--- config.mk ---
export PLATFORM = sky130hd
export DESIGN_NAME = rv32i_wb_port_arb_flat
export DESIGN_NICKNAME = d
export VERILOG_FILES = /design/src/rtl/rv32i_wb_port_arb_if.sv /design/src/rtl/rv32i_wb_port_arb.sv /design/src/flat_wrapper.sv
export SDC_FILE = /design/constraint.sdc
export NUM_CORES = 1
export LEC_CHECK = 0
export CORE_ASPECT_RATIO = 0.75
export CORE_MARGIN = 2
export CORE_UTILIZATION = 48
export DETAILED_ROUTE_END_ITERATION = 8
export PLACE_DENSITY = 0.81
export SLEW_MARGIN = 40
export SYNTH_ARGS = -nofsm -noshare
export SYNTH_HDL_FRONTEND = slang
export SYNTH_SLANG_ARGS = --single-unit
--- constraint.sdc ---
create_clock -name clk -period 1.95 [get_ports clk]
set_clock_uncertainty 0.05 [all_clocks]
set_input_delay 0.39 -clock clk [delete_from_list [all_inputs] [get_ports clk]]
set_output_delay 0.39 -clock clk [all_outputs]
set_load 0.02 [all_outputs]
--- src/rtl/rv32i_wb_port_arb_if.sv ---
// Bus bundle for the register-file write-port arbiter: pipeline WB request,
// MDU result handshake, hazard query and the regfile write port.
// master = the surrounding core (drives requests), slave = the arbiter.
interface rv32i_wb_port_arb_if #(
  parameter int WORD_WTH    = 32,
  parameter int REG_INX_WTH = 5
);
  logic                   wb_RegW_EN_i;
  logic [REG_INX_WTH-1:0] wb_rd_inx_i;
  logic [WORD_WTH-1:0]    wb_RegW_data_i;
  logic                   mdu_vld_i;
  logic                   mdu_rdy_o;
  logic [REG_INX_WTH-1:0] mdu_rd_inx_i;
  logic [WORD_WTH-1:0]    mdu_data_i;
  logic [REG_INX_WTH-1:0] rs1_inx_i;
  logic [REG_INX_WTH-1:0] rs2_inx_i;
  logic                   pend_hit_o;
  logic                   wb_stall_o;
  logic                   rf_we_o;
  logic [REG_INX_WTH-1:0] rf_waddr_o;
  logic [WORD_WTH-1:0]    rf_wdata_o;

  modport master (
    output wb_RegW_EN_i, wb_rd_inx_i, wb_RegW_data_i,
    output mdu_vld_i, mdu_rd_inx_i, mdu_data_i,
    output rs1_inx_i, rs2_inx_i,
    input  mdu_rdy_o, pend_hit_o, wb_stall_o,
    input  rf_we_o, rf_waddr_o, rf_wdata_o
  );

  modport slave (
    input  wb_RegW_EN_i, wb_rd_inx_i, wb_RegW_data_i,
    input  mdu_vld_i, mdu_rd_inx_i, mdu_data_i,
    input  rs1_inx_i, rs2_inx_i,
    output mdu_rdy_o, pend_hit_o, wb_stall_o,
    output rf_we_o, rf_waddr_o, rf_wdata_o
  );
endinterface

--- src/rtl/rv32i_wb_port_arb.sv ---
// Register-file write-port arbiter. The in-order pipeline WB stage has
// priority; MDU results wait in a small FIFO and are written when the
// pipeline is idle. If the pipeline keeps the port for STARVE_MAX cycles
// while a result waits, the next cycle is forced to the FIFO and the
// pipeline is stalled. Pending FIFO destinations are reported to the
// hazard unit so that WAW/RAW against queued results can be stalled.
// Optional feature macro: WB_ARB_STAT_EN adds a saturating forced-grant
// counter on stat_force_cnt_o.
module rv32i_wb_port_arb #(
  parameter int WORD_WTH    = 32,
  parameter int REG_INX_WTH = 5,
  parameter int FIFO_DEP    = 2,
  parameter int STARVE_MAX  = 4
) (
  input  logic                      clk,
  input  logic                      rst,
  rv32i_wb_port_arb_if.slave        bus
`ifdef WB_ARB_STAT_EN
  ,
  output logic [15:0]               stat_force_cnt_o
`endif
);

  localparam int PTR_WTH = $clog2(FIFO_DEP);
  localparam int CNT_WTH = PTR_WTH + 1;
  localparam int STV_WTH = $clog2(STARVE_MAX + 1);

  typedef struct packed {
    logic [REG_INX_WTH-1:0] rd;
    logic [WORD_WTH-1:0]    data;
  } entry_t;

  entry_t               mem [FIFO_DEP];
  logic [PTR_WTH-1:0]   rd_ptr;
  logic [PTR_WTH-1:0]   wr_ptr;
  logic [CNT_WTH-1:0]   count;
  logic [STV_WTH-1:0]   starve_cnt;
  logic                 force_q;

  logic                 empty;
  logic                 full;
  logic                 enq;
  logic                 store;
  logic                 pop;
  logic                 grant_fifo;
  logic                 denied;
  entry_t               head;
  logic [FIFO_DEP-1:0]  live;
  logic [FIFO_DEP-1:0]  hit;

  assign empty = (count == '0);
  assign full  = (count == CNT_WTH'(FIFO_DEP));
  assign head  = mem[rd_ptr];

  // An entry is accepted whenever there is room; rd=0 results are consumed
  // but never stored, since they could never write the regfile anyway.
  assign bus.mdu_rdy_o = !full;
  assign enq           = bus.mdu_vld_i & !full;
  assign store         = enq & (bus.mdu_rd_inx_i != '0);

  // Forced slot beats the pipeline; otherwise the FIFO only gets idle cycles.
  assign grant_fifo = force_q | (!bus.wb_RegW_EN_i & !empty);
  assign pop        = grant_fifo & !empty;
  assign denied     = !empty & !force_q & bus.wb_RegW_EN_i;

  assign bus.wb_stall_o = force_q;

  // Write-port mux: FIFO head when granted, otherwise pass the pipeline through
  always_comb begin
    // NOTE: every output gets a default first so no path can infer a latch.
    bus.rf_we_o    = bus.wb_RegW_EN_i & (bus.wb_rd_inx_i != '0);
    bus.rf_waddr_o = bus.wb_rd_inx_i;
    bus.rf_wdata_o = bus.wb_RegW_data_i;
    if (grant_fifo) begin
      bus.rf_we_o    = pop & (head.rd != '0);
      bus.rf_waddr_o = head.rd;
      bus.rf_wdata_o = head.data;
    end
  end

  // Hazard query over occupied slots only; the slot popped this cycle still counts
  always_comb begin
    live = '0;
    hit  = '0;
    for (int i = 0; i < FIFO_DEP; i++) begin
      live[i] = ({1'b0, PTR_WTH'(i) - rd_ptr} < count);
      hit[i]  = live[i] && (mem[i].rd != '0) &&
                ((mem[i].rd == bus.rs1_inx_i) || (mem[i].rd == bus.rs2_inx_i));
    end
  end

  assign bus.pend_hit_o = |hit;

  // MDU result FIFO storage, pointers and occupancy
  always_ff @(posedge clk or negedge rst) begin
    if (!rst) begin
      // NOTE: the storage array is cleared as well, so a fresh reset never
      // exposes stale destinations to the hazard compare or the write port.
      for (int i = 0; i < FIFO_DEP; i++) mem[i] <= '0;
      rd_ptr <= '0;
      wr_ptr <= '0;
      count  <= '0;
    end else begin
      if (store) begin
        // NOTE: non-blocking assignments keep every state update in this
        // block reading the pre-edge values, whatever the statement order.
        mem[wr_ptr] <= '{rd: bus.mdu_rd_inx_i, data: bus.mdu_data_i};
        wr_ptr      <= wr_ptr + PTR_WTH'(1);
      end
      if (pop) rd_ptr <= rd_ptr + PTR_WTH'(1);
      count <= count + CNT_WTH'(store) - CNT_WTH'(pop);
    end
  end

  // Anti-starvation: count denied cycles, then reserve the next slot for the FIFO
  always_ff @(posedge clk or negedge rst) begin
    if (!rst) begin
      starve_cnt <= '0;
      force_q    <= 1'b0;
    end else if (pop) begin
      starve_cnt <= '0;
      force_q    <= 1'b0;
    end else if (denied) begin
      if (starve_cnt == STV_WTH'(STARVE_MAX - 1)) begin
        starve_cnt <= '0;
        force_q    <= 1'b1;
      end else begin
        starve_cnt <= starve_cnt + STV_WTH'(1);
      end
    end
  end

`ifdef WB_ARB_STAT_EN
  // Saturating count of forced grants
  always_ff @(posedge clk or negedge rst) begin
    if (!rst) begin
      stat_force_cnt_o <= '0;
    end else if (force_q && pop && (stat_force_cnt_o != 16'hFFFF)) begin
      stat_force_cnt_o <= stat_force_cnt_o + 16'd1;
    end
  end
`endif

endmodule

--- src/flat_wrapper.sv ---
// flat-port wrapper written by rule: the top's interface ports become plain ports
module rv32i_wb_port_arb_flat 
#(
  parameter int WORD_WTH    = 32,
  parameter int REG_INX_WTH = 5,
  parameter int FIFO_DEP    = 2,
  parameter int STARVE_MAX  = 4
)
  (clk, rst, bus_wb_RegW_EN_i, bus_wb_rd_inx_i, bus_wb_RegW_data_i, bus_mdu_vld_i, bus_mdu_rd_inx_i, bus_mdu_data_i, bus_rs1_inx_i, bus_rs2_inx_i, bus_mdu_rdy_o, bus_pend_hit_o, bus_wb_stall_o, bus_rf_we_o, bus_rf_waddr_o, bus_rf_wdata_o);
  rv32i_wb_port_arb_if #(.WORD_WTH(WORD_WTH), .REG_INX_WTH(REG_INX_WTH)) bus_i ();
  input  logic clk;
  input  logic rst;
  input wire logic [$bits(bus_i.wb_RegW_EN_i)-1:0] bus_wb_RegW_EN_i;
  input wire logic [$bits(bus_i.wb_rd_inx_i)-1:0] bus_wb_rd_inx_i;
  input wire logic [$bits(bus_i.wb_RegW_data_i)-1:0] bus_wb_RegW_data_i;
  input wire logic [$bits(bus_i.mdu_vld_i)-1:0] bus_mdu_vld_i;
  input wire logic [$bits(bus_i.mdu_rd_inx_i)-1:0] bus_mdu_rd_inx_i;
  input wire logic [$bits(bus_i.mdu_data_i)-1:0] bus_mdu_data_i;
  input wire logic [$bits(bus_i.rs1_inx_i)-1:0] bus_rs1_inx_i;
  input wire logic [$bits(bus_i.rs2_inx_i)-1:0] bus_rs2_inx_i;
  output wire logic [$bits(bus_i.mdu_rdy_o)-1:0] bus_mdu_rdy_o;
  output wire logic [$bits(bus_i.pend_hit_o)-1:0] bus_pend_hit_o;
  output wire logic [$bits(bus_i.wb_stall_o)-1:0] bus_wb_stall_o;
  output wire logic [$bits(bus_i.rf_we_o)-1:0] bus_rf_we_o;
  output wire logic [$bits(bus_i.rf_waddr_o)-1:0] bus_rf_waddr_o;
  output wire logic [$bits(bus_i.rf_wdata_o)-1:0] bus_rf_wdata_o;
  assign bus_i.wb_RegW_EN_i = bus_wb_RegW_EN_i;
  assign bus_i.wb_rd_inx_i = bus_wb_rd_inx_i;
  assign bus_i.wb_RegW_data_i = bus_wb_RegW_data_i;
  assign bus_i.mdu_vld_i = bus_mdu_vld_i;
  assign bus_i.mdu_rd_inx_i = bus_mdu_rd_inx_i;
  assign bus_i.mdu_data_i = bus_mdu_data_i;
  assign bus_i.rs1_inx_i = bus_rs1_inx_i;
  assign bus_i.rs2_inx_i = bus_rs2_inx_i;
  assign bus_mdu_rdy_o = bus_i.mdu_rdy_o;
  assign bus_pend_hit_o = bus_i.pend_hit_o;
  assign bus_wb_stall_o = bus_i.wb_stall_o;
  assign bus_rf_we_o = bus_i.rf_we_o;
  assign bus_rf_waddr_o = bus_i.rf_waddr_o;
  assign bus_rf_wdata_o = bus_i.rf_wdata_o;
  rv32i_wb_port_arb #(.WORD_WTH(WORD_WTH), .REG_INX_WTH(REG_INX_WTH), .FIFO_DEP(FIFO_DEP), .STARVE_MAX(STARVE_MAX)) u_core (.clk(clk), .rst(rst), .bus(bus_i));
endmodule
==> results.md <==
* Clock sinks at 82
* Post-synth EDFFs at 0
* Num ports at 129
* Max-cap violations at 0
* Worst flop-to-flop path endpoint: u_core.mem[39]$_DFFE_PN0P_
* Final core occ at 0.846
* WL per Instance at ~23 um
* Synth Cell Area at between 4000 and 5000 sq um
* Crit. Startpoint: u_core.count[1]$_DFF_PN0_
* Antenna cells at 0
* Crit path max fanout at 8
* Pre-CTS setup slack at -0.694 ns
* FF+latch count, synth at between 80 and 90
* Synth async-reset ratio at 1.00
* Num CTS Buffers at 9
* Failing checks: setup timing
* Levels on crit path at 8
* Top post-synthesis cells by area: dfrtp_1, mux2_2, mux2_4
* Die width at 114 um
* Starting Density at 0.488
* CP endpoint: bus_rf_wdata_o[30]
* Largest area contributor in the netlist: dfrtp_1
* Period utilization at 1.17
* Worst vdd ir at 0.00103 V
* Top FF cell, synth: dfrtp_1
* CP required at 1.51 ns
* Clock share of power at 0.151
* Setup crit end kind: output port
* Layout area overhead at 73.3%
* Drt total wl at around 16,000 um
* Share of the synthesized area in the top cell type at 0.471
* RePlAce Congestion at roughly 0.93
* Period minus WS final at ~2.3 ns
* Total core area at between 8000 and 9000 sq um
* Setup violations, final at 39
* Largest stage delay on the critical path at approximately 0.42 ns
* Die Y-Extent at between 80 and 90 um
* Delay-heaviest family, CP: buffers and inverters
* PD cells at 1730 nW/um^2
* Mapped Cells at between 300 and 400
* Setup crit start kind: register
* Hpwl dp at 7790 um
* Total grt overflow at 0
* CP bufs+invs at 4
* Seq pwr share at 0.247
* First-pass GRT wire length at ~23,000 um
* Post-DRT Antenna Nets at 0
* CTS tree: yes
* DR iter-0 viols at between 100 and 150
* Status: finished, violations left
* Most common cell after layout, fill and taps aside: clkdlybuf4s50_1
* R2R Setup Slk at about 0.08 ns
* CTS root buf: clkbuf_16
* Comb pwr share at 0.602
* Switching portion of total power at 0.383
* Net Switching at roughly 5 mW
* First-pass DRT Iterations at 4
* Syn nets at between 400 and 500
* Max Freq at roughly 0.44 GHz
* Htree depth at 3
* Final Hold Fails at 0
* R2r startpoint: u_core.count[0]$_DFF_PN0_
* Vias in the first global route at between 4,000 and 5,000
* Ys Warns at 0
* Rows at 30
* Layout Nets at approximately 650
* Initial antenna violation count at 0
* GRT Util Overall at 0.305
* Clock tree buffer depth at 2
* Fin. max-slew vios at 0
* Clock transition at the registers of the reported paths at approximately 0.060 ns
* Die ar. at roughly 9900 sq um
* Relative slew slack at 0.738
* Unique cell type count in the Yosys netlist at 31
* Post-Syn Area per Cell at 12.3 sq um
* Pint at 8.09 mW
* Largest net degree at the start of global routing at 35
* DRC at 0
* Sequential area share after synthesis at 0.471
* Fraction of final layout cells with drive strength greater than 1 at 0.543
* Cell mode on critical path: nor2_4
* Hold WC Path Type: register to register
* Vias at about 3,800
* Least-Margin Pin Slew at ~0.38 ns
* Critical path type: register to output port
* Worst reg2reg path depth at 7
* Vias per cell at 5.61
* CP cell instances: nor2_4 > o21bai_4 > buf_6 > buf_12 > buf_8 > nor2_4 > a21oi_2 > buf_4
* RSZ-0062 raised after global routing: yes
* Setup WS post-layout at -0.338 ns
* Worst skew pair latency at between 0.3 and 0.4 ns
* Slowest-stage cell, CP: dfrtp_1
* PortBufs at 128
* Arrival time worst endpoint at 1.85 ns
* P_leak at roughly 3.4 nW
* Commonest non-fill, non-tap cells in the layout: clkdlybuf4s50_1, dfrtp_1, buf_4, buf_6, mux2_2
==> cell families after synthesis <==
kind of cell / count (synthesis) / share of synthesized area
xor gates and xnor gates: 23 / 0.0462
buffers and inverters: 20 / 0.0379
DFF: 82 / 0.471
muxes: 111 / 0.302
AOI/OAI and AO/OA: 52 / 0.0703
adders and majority gates: 2 / 0.00574
and+or+nand+nor: 65 / 0.0674
==> through the flow <==
step	power, mW	cell area (sq um)	cells	TNS [ns]	hold WS [ns]
floorplan	6.52	4380	355	-2.14	0.0444
global placement	8.46	6090	622	-53.92	0.252
detailed placement	8.67	6090	622	-57.45	0.257
CTS	12.2	7260	668	-6.70	0.444
global route	13.6	7560	677	-10.88	0.465
finish	13.1	7560	677	-8.87	0.443
==> cells in the mapped netlist, types with 2 or more instances <==
cell      count
dfrtp_1      82
nor2_1       47
mux2_2       41
a21oi_1      39
mux2i_1      37
mux2_4       30
xor2_1       22
clkbuf_1      9
nor3_1        6
a22o_1        4
buf_12        4
nor2b_1       4
buf_6         3
mux2_1        3
a22oi_1       2
buf_1         2
buf_2         2
ha_1          2
nand2_1       2
o21ai_0       2
or4_1         2
==> what timing repair did <==
item / 4_1_cts / 5_1_grt
pin swaps: 9 / 7
gates resized for setup: 340 / 64
cloned: 8 / 3
hold endpoints to repair: 22 / 0
setup endpoints to repair: 113 / 71
hold buffers: 1 / 0
buffers inserted: 22 / 13
==> registers in the layout, indices dropped and copies added, names as in the netlist <==
| signal | cells |
|---|---|
| u_core.bus.wb_stall_o | 1 |
| u_core.mem | 74 |
| u_core.count | 2 |
| u_core.wr_ptr | 1 |
| u_core.rd_ptr | 1 |
| u_core.starve_cnt | 3 |
==> power by group through the flow <==
| stage | Sequential, mW | Clock (mW) | Combinational (mW) |
|---|---|---|---|
| 3_3_place_gp | 3.05 | 0 | 5.42 |
| 3_5_place_dp | 3.11 | 0 | 5.56 |
| 5_1_grt | 3.31 | 2.07 | 8.26 |
| 4_1_cts | 3.11 | 1.98 | 7.08 |
| 2_1_floorplan | 3.00 | 0 | 3.52 |
| 6_report | 3.24 | 1.98 | 7.89 |
==> worst min path at each step <==
stage / startpoint / endpoint / slack (ns) / cells after the start
floorplan: rst / u_core.bus.wb_stall_o$_DFFE_PN0P_ / 0.04 / 0
global placement: rst / u_core.mem[20]$_DFFE_PN0P_ / 0.25 / 1
detailed placement: rst / u_core.mem[57]$_DFFE_PN0P_ / 0.26 / 1
CTS: u_core.starve_cnt[2]$_DFFE_PN0P_ / u_core.starve_cnt[2]$_DFFE_PN0P_ / 0.44 / 1
global route: u_core.mem[2]$_DFFE_PN0P_ / u_core.mem[2]$_DFFE_PN0P_ / 0.46 / 1
finish: u_core.starve_cnt[2]$_DFFE_PN0P_ / u_core.starve_cnt[2]$_DFFE_PN0P_ / 0.44 / 1
==> layer usage <==
metal	up-vias	GRT usage	share of wire	wire length (um)
li1	1667	-	-	-
met1	1934	0.365	0.39	6000
met2	159	0.515	0.51	7980
met3	41	0.0951	0.067	1040
met4	0	0.126	0.032	496
met5	-	0	0	0
==> area by class of cell <==
class | count | area (sq um)
clock buffers | 10 | 239
fillers | 438 | 1380
repair buffers | 215 | 2330
multi-input cells | 253 | 2690
flip-flops and latches | 82 | 2050
clock inverters | 5 | 103
well taps | 112 | 140
(Power assumes the default switching activity.)
